### src/rtl/fir_stim_source.sv
`default_nettype none
// ============================================================================
// Module      : fir_stim_source
// Description : Q8.8 test-waveform source (impulse/step/alternating/ramp/zero)
//               with valid/ready handshake and programmable inter-sample gap.
// Revision    : 1.0 - initial release
// ============================================================================
module fir_stim_source #(
    parameter int DATA_W = 16,
    parameter int LEN_W  = 8,
    parameter int GAP_W  = 4
) (
    input  logic              clk,
    input  logic              reset,
    input  logic              start,
    input  logic              abort,
    input  logic [2:0]        mode,
    input  logic [DATA_W-1:0] amplitude,
    input  logic [LEN_W-1:0]  length,
    input  logic [GAP_W-1:0]  gap,
    input  logic              out_ready,
    output logic              out_valid,
    output logic [DATA_W-1:0] out_data,
    output logic [LEN_W-1:0]  sample_idx,
    output logic              busy,
    output logic              done
);

    typedef enum logic [1:0] {
        S_IDLE = 2'd0,
        S_SEND = 2'd1,
        S_GAP  = 2'd2,
        S_DONE = 2'd3
    } state_t;

    localparam logic [LEN_W-1:0]  c_len_one = LEN_W'(1);
    localparam logic [GAP_W-1:0]  c_gap_one = GAP_W'(1);
    localparam logic [DATA_W-1:0] c_pos_max = {1'b0, {(DATA_W-1){1'b1}}};
    localparam logic [DATA_W-1:0] c_neg_min = {1'b1, {(DATA_W-1){1'b0}}};

    state_t              r_state;
    state_t              w_next;
    logic [2:0]          r_mode;
    logic [DATA_W-1:0]   r_amp;
    logic [LEN_W-1:0]    r_len;
    logic [GAP_W-1:0]    r_gap;
    logic [GAP_W-1:0]    r_cnt;
    logic [LEN_W-1:0]    r_k;
    logic [DATA_W:0]     r_acc;

    logic                w_hs;
    logic                w_last;
    logic [DATA_W:0]     w_amp_x;
    logic [DATA_W:0]     w_neg;
    logic [DATA_W:0]     w_sum;
    logic [DATA_W-1:0]   w_neg_sat;
    logic [DATA_W-1:0]   w_sum_sat;
    logic [DATA_W-1:0]   w_sample;

    // Clamp a one-bit-wider result back into DATA_W on overflow.
    function automatic logic [DATA_W-1:0] f_sat(input logic [DATA_W:0] v);
        if (v[DATA_W] != v[DATA_W-1])
            return v[DATA_W] ? c_neg_min : c_pos_max;
        return v[DATA_W-1:0];
    endfunction

    assign w_hs      = (r_state == S_SEND) && out_ready;
    assign w_last    = (r_k == (r_len - c_len_one));
    assign w_amp_x   = {r_amp[DATA_W-1], r_amp};
    assign w_neg     = (~w_amp_x) + {{DATA_W{1'b0}}, 1'b1};
    assign w_sum     = r_acc + w_amp_x;
    assign w_neg_sat = f_sat(w_neg);
    assign w_sum_sat = f_sat(w_sum);

    always_comb begin
        w_sample = '0;
        case (r_mode)
            3'd0:    w_sample = (r_k == '0) ? r_amp : '0;
            3'd1:    w_sample = r_amp;
            3'd2:    w_sample = r_k[0] ? w_neg_sat : r_amp;
            3'd3:    w_sample = r_acc[DATA_W-1:0];
            default: w_sample = '0;
        endcase
    end

    assign out_valid  = (r_state == S_SEND);
    assign out_data   = out_valid ? w_sample : '0;
    assign sample_idx = r_k;
    assign busy       = (r_state != S_IDLE);
    assign done       = (r_state == S_DONE);

    always_ff @(posedge clk or negedge reset) begin
        if (!reset) r_state <= S_IDLE;
        else        r_state <= w_next;
    end

    always_comb begin
        w_next = r_state;
        if (abort) begin
            w_next = S_IDLE;
        end else begin
            case (r_state)
                S_IDLE: if (start) w_next = (length == '0) ? S_DONE : S_SEND;
                S_SEND: begin
                    if (out_ready) begin
                        if (w_last)            w_next = S_DONE;
                        else if (r_gap != '0)  w_next = S_GAP;
                        else                   w_next = S_SEND;
                    end
                end
                S_GAP:  if (r_cnt == c_gap_one) w_next = S_SEND;
                S_DONE: w_next = S_IDLE;
                default: w_next = S_IDLE;
            endcase
        end
    end

    // Configuration, sample index, gap counter and ramp accumulator.
    always_ff @(posedge clk or negedge reset) begin
        if (!reset) begin
            r_mode <= '0;
            r_amp  <= '0;
            r_len  <= '0;
            r_gap  <= '0;
            r_cnt  <= '0;
            r_k    <= '0;
            r_acc  <= '0;
        end else if (!abort) begin
            case (r_state)
                S_IDLE: begin
                    if (start) begin
                        r_mode <= mode;
                        r_amp  <= amplitude;
                        r_len  <= length;
                        r_gap  <= gap;
                        r_k    <= '0;
                        r_acc  <= '0;
                    end
                end
                S_SEND: begin
                    if (w_hs && !w_last) begin
                        r_k   <= r_k + c_len_one;
                        r_acc <= {w_sum_sat[DATA_W-1], w_sum_sat};
                        r_cnt <= r_gap;
                    end
                end
                S_GAP:   r_cnt <= r_cnt - c_gap_one;
                default: ;
            endcase
        end
    end

endmodule
`default_nettype wire
### config.mk
export PLATFORM = sky130hd
export DESIGN_NAME = fir_stim_source
export DESIGN_NICKNAME = d
export VERILOG_FILES = /design/src/rtl/fir_stim_source.sv
export SDC_FILE = /design/constraint.sdc
export NUM_CORES = 1
export LEC_CHECK = 0
export ABC_AREA = 1
export BUFFER_PORTS_ARGS = -buffer_cell sky130_fd_sc_hd__buf_2
export CORE_MARGIN = 1.5
export CORE_UTILIZATION = 60
export DETAILED_ROUTE_END_ITERATION = 12
export PLACE_DENSITY_LB_ADDON = 0.12
export SYNTH_ARGS = -nofsm -noshare
export SYNTH_HDL_FRONTEND = slang
export SYNTH_SLANG_ARGS = --single-unit
export TNS_END_PERCENT = 50
### constraint.sdc
create_clock -name clk -period 3.7 [get_ports clk]
set_clock_uncertainty 0.1 [all_clocks]
set_input_delay 0.185 -clock clk [delete_from_list [all_inputs] [get_ports clk]]
set_output_delay 0.185 -clock clk [all_outputs]
set_load 0.01 [all_outputs]
==> results of run 1 <==
[stage by stage]
stage	util	setup slack [ns]	area [um2]	hold WS, ns	cells
3_5_place_dp	0.662	0.970	5440	0.268	891
6_report	0.724	0.474	5950	0.0162	936
2_1_floorplan	-	1.44	5110	-0.211	744
5_1_grt	0.724	0.316	5950	0.0273	936
3_3_place_gp	0.662	1.03	5440	0.254	891
4_1_cts	0.724	0.569	5950	0.00443	936
[layer usage]
metal | share of wire | vias to the layer above
met2 | 0.47 | 246
li1 | - | 2587
met4 | 0.011 | 0
met3 | 0.082 | 18
met1 | 0.44 | 2472
met5 | 0 | -
[flip-flops by register name, indices dropped and copies added, names as in the netlist]
name	count
r_cnt	4
r_len	8
r_gap	4
r_amp	16
r_state	2
r_mode	3
r_acc	16
sample_idx	8
[cell usage after synthesis, types with 9 or more instances]
master                      n  area [um2]
sky130_fd_sc_hd__nand2_2   18         113
sky130_fd_sc_hd__xnor2_1   12         105
sky130_fd_sc_hd__inv_1     63         236
sky130_fd_sc_hd__xor2_1    15         131
sky130_fd_sc_hd__a21oi_1   86         430
sky130_fd_sc_hd__nand2_1  214         803
sky130_fd_sc_hd__o21ai_0   15        75.1
sky130_fd_sc_hd__dfrtp_1   61        1530
sky130_fd_sc_hd__nor3_1    15        75.1
sky130_fd_sc_hd__o21ai_1    9        45.0
sky130_fd_sc_hd__ha_1      22         275
sky130_fd_sc_hd__nand3_1   48         240
sky130_fd_sc_hd__nor2_1    79         297
[power by group]
| group | switching (mW) | leakage (nW) | internal, mW |
|---|---|---|---|
| Combinational | 2.21 | 2.22 | 1.21 |
| Sequential | 0.331 | 0.745 | 0.930 |
| Clock | 0.299 | 0.110 | 0.382 |
| Total | 2.85 | 3.08 | 2.52 |
[area by class of cell]
cell class,instances,area (um2)
multi-input cells,591,3180
clock buffers,9,124
well taps,105,131
inverters,69,262
fillers,689,2270
flip-flops and latches,61,1530
clock inverters,7,98.8
repair buffers,94,623
[logic make-up after synthesis]
group	synth area share
AND/OR/NAND/NOR	0.375
AO/OA/AOI/OAI	0.131
buffers and inverters	0.0781
flip-flops	0.299
XOR/XNOR	0.0463
adder cells (fa/ha/maj)	0.0578
multiplexers	0.0132
[worst min path at each step]
stage	cells past startpoint	from	to	slack, ns
2_1_floorplan	0	reset	r_acc[0]$_DFFE_PN0P_	-0.21
3_3_place_gp	1	reset	sample_idx[2]$_DFFE_PN0P_	0.25
3_5_place_dp	1	reset	sample_idx[2]$_DFFE_PN0P_	0.27
4_1_cts	3	mode[1]	r_mode[1]$_DFFE_PN0P_	0.004
5_1_grt	3	amplitude[5]	r_amp[5]$_DFFE_PN0P_	0.03
6_report	3	amplitude[4]	r_amp[4]$_DFFE_PN0P_	0.02
[worst min-delay path: stages]
cell and delay (ns):
sky130_fd_sc_hd__buf_2 0.08, sky130_fd_sc_hd__nor2_1 0.04, sky130_fd_sc_hd__a21oi_1 0.12
==> impl_results.md, run 1 <==
* Run status: complete, no violations
* Total Power Consumption at 5.37 mW
* Total die area at 0.00907 mm2
* Starting DRC count in detailed routing at 364
* Cell count after synthesis at 744
* Largest fanout of any net on the critical path at 23
* Cell-by-cell listing of the critical path: inv_2 > ha_1 > nand3_1 > nor3_1 > o21ai_1 > inv_1 > a22oi_1 > a21oi_1 > buf_2
* Antenna cell count at 0
* DR vias at 5323
* Timing-limited maximum frequency at 310 MHz
* Setup repair after global routing missed its margin: no
* Final total negative setup slack at 0 ns
* Total length of routed wires at 14100 um
* Worst-margin pin slew at 1.25 ns
* Crit. End Element: output port
* Final slew viol count at 0
* Number of gates given a new drive strength after cts at 0
* Async set or reset register ratio after synthesis at 1.00
* Family of cells with the greatest summed delay on the critical path: compound AO/OA/AOI/OAI gates
* Met1 Usage GRT at 0.457
* Count of pins on the block boundary at 63
* Worst-case vdd ir drop at roughly 0.48 mV
* Critical path launch point type: flop
* DRC violations left at 0
* Worst setup path startpoint: sample_idx[0]$_DFFE_PN0P_
* Max-slew headroom at the worst pin at 0.162
* Pin count of the biggest net entering global routing at 57
* Count of buffers from port buffering at 62
* Buffers from clock root to sink, at most at 2
* Number of vias per cell after detailed routing at approximately 5.7
* Post-synth net total at roughly 800
* Num Clock Sinks at 61
* CP endpoint: out_data[0]
* Number of nets in the final layout at 885
* Setup Viol. Count Final at 0
* Reg-to-Reg End: sample_idx[2]$_DFFE_PN0P_
* Hold-fix buffers, CTS at 29
* Most utilized layer in the global route result: met2
* Effective utilization at floorplan at 0.622
* Worst reg-to-reg setup slack at 1.00 ns
* Classification of the worst-slack hold path: primary input to flop
* Antenna-violating nets left at 0
* Max-cap viol count at 0
* Final RePlAce weighted congestion at 0.922
* Root buffer cell: sky130_fd_sc_hd__clkbuf_8
* Most used flip-flop cell after synthesis: sky130_fd_sc_hd__dfrtp_1
* Average wire length per cell after detail routing at 15.0 um
* Count of yosys warnings during synthesis at 0
* Class of the most critical setup path: flop to output port
* Met3 global-route usage at 0.0582
* Post CTS Setup Buffer Count at 0
* Crit. path cell count at 9
* Critical path required time at around 3.4 ns
* Row count at 33
* Commonest cells after routing, fill and taps aside: sky130_fd_sc_hd__nand2_1 (213), sky130_fd_sc_hd__a21oi_1 (86), sky130_fd_sc_hd__nor2_1 (79)
* Wire length of the first global-routing pass at 23600 um
* Number of buffers added by the clock tree synthesis step at 9
* Count of cells along the worst register-to-register path at 12
* Leakage at 3.08 nW
* Vias in the first global route at between 5000 and 6000
* Clock slew seen by the registers of the worst setup and hold paths at 0.07 ns
* Width of the chip at ~95 um
* Die height at 95.3 um
* Biggest cell delay along the critical path at 0.96 ns
* Worst skew pair latency at about 0.36 ns
* Max stage delay cell, worst path: sky130_fd_sc_hd__o21ai_1
* Reg-to-reg startpoint: r_len[0]$_DFFE_PN0P_
* CTS tree: done
* Mean cell area of the mapped netlist at between 6 and 7 um2
* Number of enable-type register cells in the synthesized netlist at 0
* Global route total overflow at 0
* Pwr dens at 902 mW/mm2
* Number of different library cells in the post-synthesis netlist at 47
* Final Hold Fails at 0
* Time the worst path needs with I/O delays and setup at approximately 3.2 ns
* Part of the Yosys area used for sequential elements at 0.299
* Worst Path Buf+Inv at 3
* Global-route met2 utilization at 0.557
* Most common cell after layout, fill and taps aside: sky130_fd_sc_hd__nand2_1
* Area grow syn2layout at 16.5%
* H-tree levels at 3
* Initial antenna violation count at 0
* Tot GR Track Use at 0.337
* Drt first pass iters at 7
* Fraction of layout instances using a drive strength above 1 at 0.174
* Total standard cell area after synthesis at 0.00511 mm2
* Estimated wirelength of the detail-placed design at 10100 um
* Synthesis-stage register bit count at between 60 and 70
* Arrival time worst endpoint at 2.94 ns
* Period utilisation layout at 0.872
* Floorplan core area at 0.00822 mm2
Power figures use the tool's default switching activity.
==> inputs of run 2 (changes only) <==
--- a/config.mk
+++ b/config.mk
@@ -11,6 +11,7 @@
 export CORE_UTILIZATION = 60
 export DETAILED_ROUTE_END_ITERATION = 12
 export PLACE_DENSITY_LB_ADDON = 0.12
+export SLEW_MARGIN = 40
 export SYNTH_ARGS = -nofsm -noshare
 export SYNTH_HDL_FRONTEND = slang
 export SYNTH_SLANG_ARGS = --single-unit
==> constraint.sdc (replaced) <==
create_clock -name clk -period 3.7 [get_ports clk]
set_clock_uncertainty 0.1 [all_clocks]
set_input_delay 0.74 -clock clk [delete_from_list [all_inputs] [get_ports clk]]
set_output_delay 0.74 -clock clk [all_outputs]
set_load 0.01 [all_outputs]
==> run 2 against run 1 <==
Compared with the run above:
- global-route usage down 0.95 points
- die area unchanged
- clock power down 0.6%
- total power down 0.30%
- worst setup slack worse by 0.22 ns
- sequential power about the same
- clock-buffer cell count up 4
- worst hold slack better by 0.27 ns
- non-clock buffer count down 26
- fmax down 6.2%
- critical endpoint is now out_data[5]
- largest power group unchanged
- highest routed layer unchanged
==> impl_results.md, run 2 (synthesis results as in run 1) <==
* Area grow syn2layout at 11.9%
* CTS tree: done
* Worst skew pair latency at 0.35 ns (about the same)
* Row count at 33 (unchanged)
* Setup repair after global routing missed its margin: no
* DRC violations left at 0 (unchanged)
* Period utilisation layout at 0.930 (+0.0581)
* Antenna-violating nets left at 0 (unchanged)
* Largest fanout of any net on the critical path at 10 (-57%)
* Run status: complete, no violations
* Vias in the first global route at 4927 (-2.5%)
* Commonest cells after routing, fill and taps aside: sky130_fd_sc_hd__nand2_1 (213), sky130_fd_sc_hd__a21oi_1 (86), sky130_fd_sc_hd__nor2_1 (79)
* Wire length of the first global-routing pass at 22900 um (-2.9%)
* Total of fill cells in the finished design at 718 (+4.2%)
* Class of the most critical setup path: flop to output port
* Floorplan core area at 0.00822 mm2 (unchanged)
* Classification of the worst-slack hold path: primary input to async pin
* Max-cap viol count at 0 (unchanged)
* Number of nets in the final layout at 859 (-2.9%)
* Count of cells along the worst register-to-register path at 15 (+3)
* DR vias at 5199 (-2.3%)
* Worst hold slack at 0.291 ns (+0.274 ns)
* Starting DRC count in detailed routing at 392 (+7.7%)
* Most common cell after layout, fill and taps aside: sky130_fd_sc_hd__nand2_1
* Drt first pass iters at 5 (-2)
* Max-slew headroom at the worst pin at 0.497 (+0.335)
* Global route total overflow at 0 (unchanged)
* Final slew viol count at 0 (unchanged)
* Critical path required time at 2.86 ns (-0.55 ns)
* Critical path launch point type: flop
* Pin count of the biggest net entering global routing at 57 (unchanged)
* Worst-margin pin slew at 0.755 ns (-0.497 ns)
* H-tree levels at 3 (unchanged)
* Count of buffers from port buffering at 62 (unchanged)
* Die height at 95.3 um (unchanged)
* Antenna cell count at 0 (unchanged)
* Worst slack at placement at 0.487 ns (-0.483 ns)
* Num Clock Sinks at 61 (unchanged)
* Reg-to-Reg End: r_acc[8]$_DFFE_PN0P_
* Pwr dens at 936 mW/mm2 (+3.8%)
* Number of buffers added by the clock tree synthesis step at 9 (unchanged)
* Count of pins on the block boundary at 63 (unchanged)
* Root buffer cell: sky130_fd_sc_hd__clkbuf_8
* Placed cell area at 0.00546 mm2 (+0.48%)
* Average wire length per cell after detail routing at 15.3 um (+1.6%)
* Setup WS post-layout at 0.259 ns (-0.215 ns)
* Tot GR Track Use at 0.327 (-0.00954)
* Effective utilization at floorplan at 0.622 (unchanged)
* Final total negative setup slack at 0 ns (unchanged)
* Worst-case vdd ir drop at 0.459 mV (-4.4%)
* Leakage at 2.98 nW (-3.1%)
* Total length of routed wires at 13900 um (-1.3%)
* Setup Viol. Count Final at 0 (unchanged)
* Arrival time worst endpoint at 2.60 ns (-0.34 ns)
* Buffers from clock root to sink, at most at 2 (unchanged)
* Timing-limited maximum frequency at 291 MHz (-6.2%)
* Reg-to-reg startpoint: r_amp[0]$_DFFE_PN0P_
* Fraction of layout instances using a drive strength above 1 at 0.183 (+0.00812)
* Width of the chip at 95.3 um (unchanged)
* Crit. End Element: output port
* Final instance area at 0.00571 mm2 (-4.0%)
* Worst reg-to-reg setup slack at 1.00 ns (about the same)
* Number of vias per cell after detailed routing at 5.71 (+0.46%)
* Biggest regs: r_acc: 16 flops, r_amp: 16 flops
* Final Hold Fails at 0 (unchanged)
* Clock slew seen by the registers of the worst setup and hold paths at 0.07 ns (about the same)
* Time the worst path needs with I/O delays and setup at 3.44 ns (+0.215 ns)
* Initial antenna violation count at 0 (unchanged)
* Estimated wirelength of the detail-placed design at 10200 um (+0.41%)
* Total Power Consumption at 5.35 mW (-0.30%)
* Total die area at 0.00907 mm2 (unchanged)
* Final RePlAce weighted congestion at 0.938 (+1.8%)
* Hold-fix buffers, CTS at 0 (-100%)
[run 2: how the worst max path moves through the flow]
stage	from	endpoint	cells past startpoint
final	r_amp[1]$_DFFE_PN0P_	out_data[5]	14
after global routing	r_amp[1]$_DFFE_PN0P_	out_data[1]	11
after CTS	r_amp[1]$_DFFE_PN0P_	out_data[1]	11
after detailed placement	r_amp[1]$_DFFE_PN0P_	out_data[1]	11
after global placement	r_amp[1]$_DFFE_PN0P_	out_data[0]	11
after floorplan	sample_idx[0]$_DFFE_PN0P_	out_data[5]	11
[run 2: repair_timing]
action,4_1_cts,5_1_grt
buffers inserted,0,1
resized for setup,0,2
setup endpoints to repair,0,15
[run 2: per-stage QoR]
step,util,cells
CTS,0.691,909
detailed placement,0.665,893
global placement,0.663,893
global route,0.695,910
floorplan,-,744
finish,0.695,910
[run 2: routing by layer]
layer,up-vias,share of wire,global-route usage
met4,0,0.025,0.129
li1,2539,-,-
met3,31,0.086,0.0542
met1,2375,0.44,0.451
met2,254,0.45,0.511
met5,-,0,0
[run 2: layout make-up]
type / count / area (um2) / area share
multi-input cells: 591 / 3210 / 0.561
clock buffers: 13 / 149 / 0.0261
clock inverters: 3 / 68.8 / 0.0120
repair buffers: 68 / 370 / 0.0648
flip-flops and latches: 61 / 1530 / 0.267
well taps: 105 / 131 / 0.0230
inverters: 69 / 262 / 0.0458
[run 2: critical path, stage by stage, from the launching register on]
cell and delay [ns]:
sky130_fd_sc_hd__dfrtp_1 0.47, sky130_fd_sc_hd__inv_1 0.15, sky130_fd_sc_hd__ha_1 0.22, sky130_fd_sc_hd__nand3_2 0.19, sky130_fd_sc_hd__inv_1 0.16, sky130_fd_sc_hd__nand3_1 0.09
sky130_fd_sc_hd__nand2_1 0.11, sky130_fd_sc_hd__nand3_4 0.17, sky130_fd_sc_hd__buf_12 0.19, sky130_fd_sc_hd__nand2_1 0.05, sky130_fd_sc_hd__nand2_1 0.05, sky130_fd_sc_hd__nand2_1 0.06
sky130_fd_sc_hd__nand2_1 0.05, sky130_fd_sc_hd__a21oi_1 0.12, sky130_fd_sc_hd__buf_2 0.17
[run 2: power breakdown]
| part | internal, mW | leakage (nW) | total [mW] | switching (mW) |
|---|---|---|---|---|
| clock network | 0.400 | 0.108 | 0.677 | 0.277 |
| registers | 0.931 | 0.745 | 1.27 | 0.336 |
| logic | 1.19 | 2.13 | 3.41 | 2.21 |
| total | 2.52 | 2.98 | 5.35 | 2.82 |
==> inputs of run 3 (changes only) <==
--- a/config.mk
+++ b/config.mk
@@ -11,6 +11,7 @@
 export CORE_UTILIZATION = 60
 export DETAILED_ROUTE_END_ITERATION = 12
 export PLACE_DENSITY_LB_ADDON = 0.12
+export REMOVE_ABC_BUFFERS = 1
 export SLEW_MARGIN = 40
 export SYNTH_ARGS = -nofsm -noshare
 export SYNTH_HDL_FRONTEND = slang
==> run 3 against run 2 <==
Compared with the run above:
- total power shrank 2.8%
- largest cell class unchanged
- critical path depth shrank 1
- sequential power is essentially flat
- via count shrank 2.9%
==> impl_results.md, run 3 (synthesis results as in run 1) <==
* Run status: complete, no violations
* Buffers from clock root to sink, at most at 2 (unchanged)
* Leakage at 2.95 nW (-1.0%)
* Fraction of the core area covered by cells at the end of the flow at 0.687 (-0.00838)
* Final Hold Fails at 0 (unchanged)
* Time the worst path needs with I/O delays and setup at 3.41 ns (-0.0293 ns)
* Worst Path Buf+Inv at 3 (-1)
* Area grow syn2layout at 10.5%
* Classification of the worst-slack hold path: primary input to async pin
* Effective utilization at floorplan at 0.622 (unchanged)
* Total of fill cells in the finished design at 748 (+4.2%)
* Drt first pass iters at 6 (+1)
* Worst slack at placement at 0.597 ns (+0.110 ns)
* Worst hold slack at 0.194 ns (-0.0970 ns)
* Tot GR Track Use at 0.306 (-0.0213)
* CTS tree: done
* Final RePlAce weighted congestion at 0.954 (+1.8%)
* Final slew viol count at 0 (unchanged)
* Commonest cells after routing, fill and taps aside: sky130_fd_sc_hd__nand2_1 (213), sky130_fd_sc_hd__a21oi_1 (86), sky130_fd_sc_hd__nor2_1 (79)
* DR vias at 5050 (-2.9%)
* Timing-limited maximum frequency at 293 MHz (+0.86%)
* Max stage delay cell, worst path: sky130_fd_sc_hd__dfrtp_1
* Initial antenna violation count at 0 (unchanged)
* Pin count of the biggest net entering global routing at 57 (unchanged)
* Count of buffers from port buffering at 62 (unchanged)
* Count of cells along the worst register-to-register path at 12 (-3)
* Total Power Consumption at 5.20 mW (-2.8%)
* Number of nets in the final layout at 859 (unchanged)
* Num Clock Sinks at 61 (unchanged)
* Worst skew pair latency at 0.36 ns (about the same)
* Max-slew headroom at the worst pin at 0.520 (+0.0234)
* Biggest regs: r_acc: 16 flops, r_amp: 16 flops
* Worst-case vdd ir drop at 0.502 mV (+9.3%)
* Family of cells with the greatest summed delay on the critical path: simple AND/OR/NAND/NOR gates
* Hold-fix buffers, CTS at 0 (unchanged)
* Max-cap viol count at 0 (unchanged)
* Number of vias per cell after detailed routing at 5.55 (-2.9%)
* Wire length of the first global-routing pass at 21800 um (-5.1%)
* DRC violations left at 0 (unchanged)
* Worst reg-to-reg setup slack at 1.01 ns (about the same)
* Antenna cell count at 0 (unchanged)
* Pwr dens at 921 mW/mm2 (-1.6%)
* Period utilisation layout at 0.922 (-0.00792)
* Global route total overflow at 0 (unchanged)
* Root buffer cell: sky130_fd_sc_hd__clkbuf_8
* Die height at 95.3 um (unchanged)
* Setup WS post-layout at 0.288 ns (+0.0293 ns)
* Setup repair after global routing missed its margin: no
* Cell-by-cell listing of the critical path: inv_1 > ha_1 > nand3_2 > inv_1 > nand3_1 > nand2_1 > nand3_2 > nand2_1 > nand2_1 > nand2_1 > nand2_1 > a21oi_1 > buf_2
* Average wire length per cell after detail routing at 14.5 um (-4.7%)
* Total length of routed wires at 13200 um (-4.7%)
* Critical path launch point type: flop
* Arrival time worst endpoint at 2.57 ns (-0.03 ns)
* Critical path required time at 2.86 ns (about the same)
* Class of the most critical setup path: flop to output port
* Reg-to-reg startpoint: r_len[0]$_DFFE_PN0P_
* Setup Viol. Count Final at 0 (unchanged)
* Clock slew seen by the registers of the worst setup and hold paths at 0.09 ns (+0.02 ns)
* Count of pins on the block boundary at 63 (unchanged)
* Number of buffers added by the clock tree synthesis step at 9 (unchanged)
* Width of the chip at 95.3 um (unchanged)
* Starting DRC count in detailed routing at 371 (-5.4%)
* H-tree levels at 3 (unchanged)
* Biggest cell delay along the critical path at 0.41 ns (-0.06 ns)
* Fraction of layout instances using a drive strength above 1 at 0.185 (+0.00248)
* Most used cell, CP: sky130_fd_sc_hd__nand2_1
* Estimated wirelength of the detail-placed design at 9780 um (-3.8%)
* Total die area at 0.00907 mm2 (unchanged)
* Final total negative setup slack at 0 ns (unchanged)
* Crit. End Element: output port
* Worst-margin pin slew at 0.719 ns (-0.0358 ns)
* Most common cell after layout, fill and taps aside: sky130_fd_sc_hd__nand2_1
* Floorplan core area at 0.00822 mm2 (unchanged)
* Row count at 33 (unchanged)
* Antenna-violating nets left at 0 (unchanged)
* Reg-to-Reg End: sample_idx[4]$_DFFE_PN0P_
* Largest fanout of any net on the critical path at 15 (+5)
* Vias in the first global route at 4595 (-6.7%)
## run 3: how the worst max path moves through the flow
stage,from,to,slack [ns],cells after the start
finish,r_amp[0]$_DFFE_PN0P_,out_data[8],0.29,13
global route,r_amp[1]$_DFFE_PN0P_,out_data[11],0.15,12
CTS,r_amp[1]$_DFFE_PN0P_,out_data[14],0.21,13
detailed placement,r_amp[0]$_DFFE_PN0P_,out_data[14],0.60,13
global placement,r_amp[1]$_DFFE_PN0P_,out_data[14],0.66,13
floorplan,sample_idx[0]$_DFFE_PN0P_,out_data[0],0.69,8
## run 3: per-stage QoR
stage                     area [um2]  cells
after detailed placement        5460    894
after CTS                       5640    910
final                           5640    910
after global routing            5640    910
after floorplan                 4970    721
after global placement          5460    894
## run 3: repair_timing
action                     4_1_cts  5_1_grt
setup buffers                    0        0
setup endpoints to repair        0        3
resized for setup                0        1
## run 3: cell type report
| class | instances | area (um2) | share of cell area |
|---|---|---|---|
| clock buffer | 9 | 124 | 0.0219 |
| tap | 105 | 131 | 0.0233 |
| timing repair buffer | 68 | 355 | 0.0630 |
| inverter | 69 | 262 | 0.0463 |
| sequential | 61 | 1530 | 0.270 |
| clock inverter | 7 | 51.3 | 0.00909 |
| multi-input combinational | 591 | 3190 | 0.566 |
## run 3: power breakdown
part | internal, mW | switching, mW
Sequential | 0.930 | 0.309
Clock | 0.245 | 0.307
Combinational | 1.20 | 2.21
## run 3: per-layer routing
layer	up-vias	global-route usage	wire length (um)
met5	-	0	0
met2	239	0.470	5870
li1	2525	-	-
met3	28	0.0431	1040
met4	0	0.0995	266
met1	2258	0.441	6060
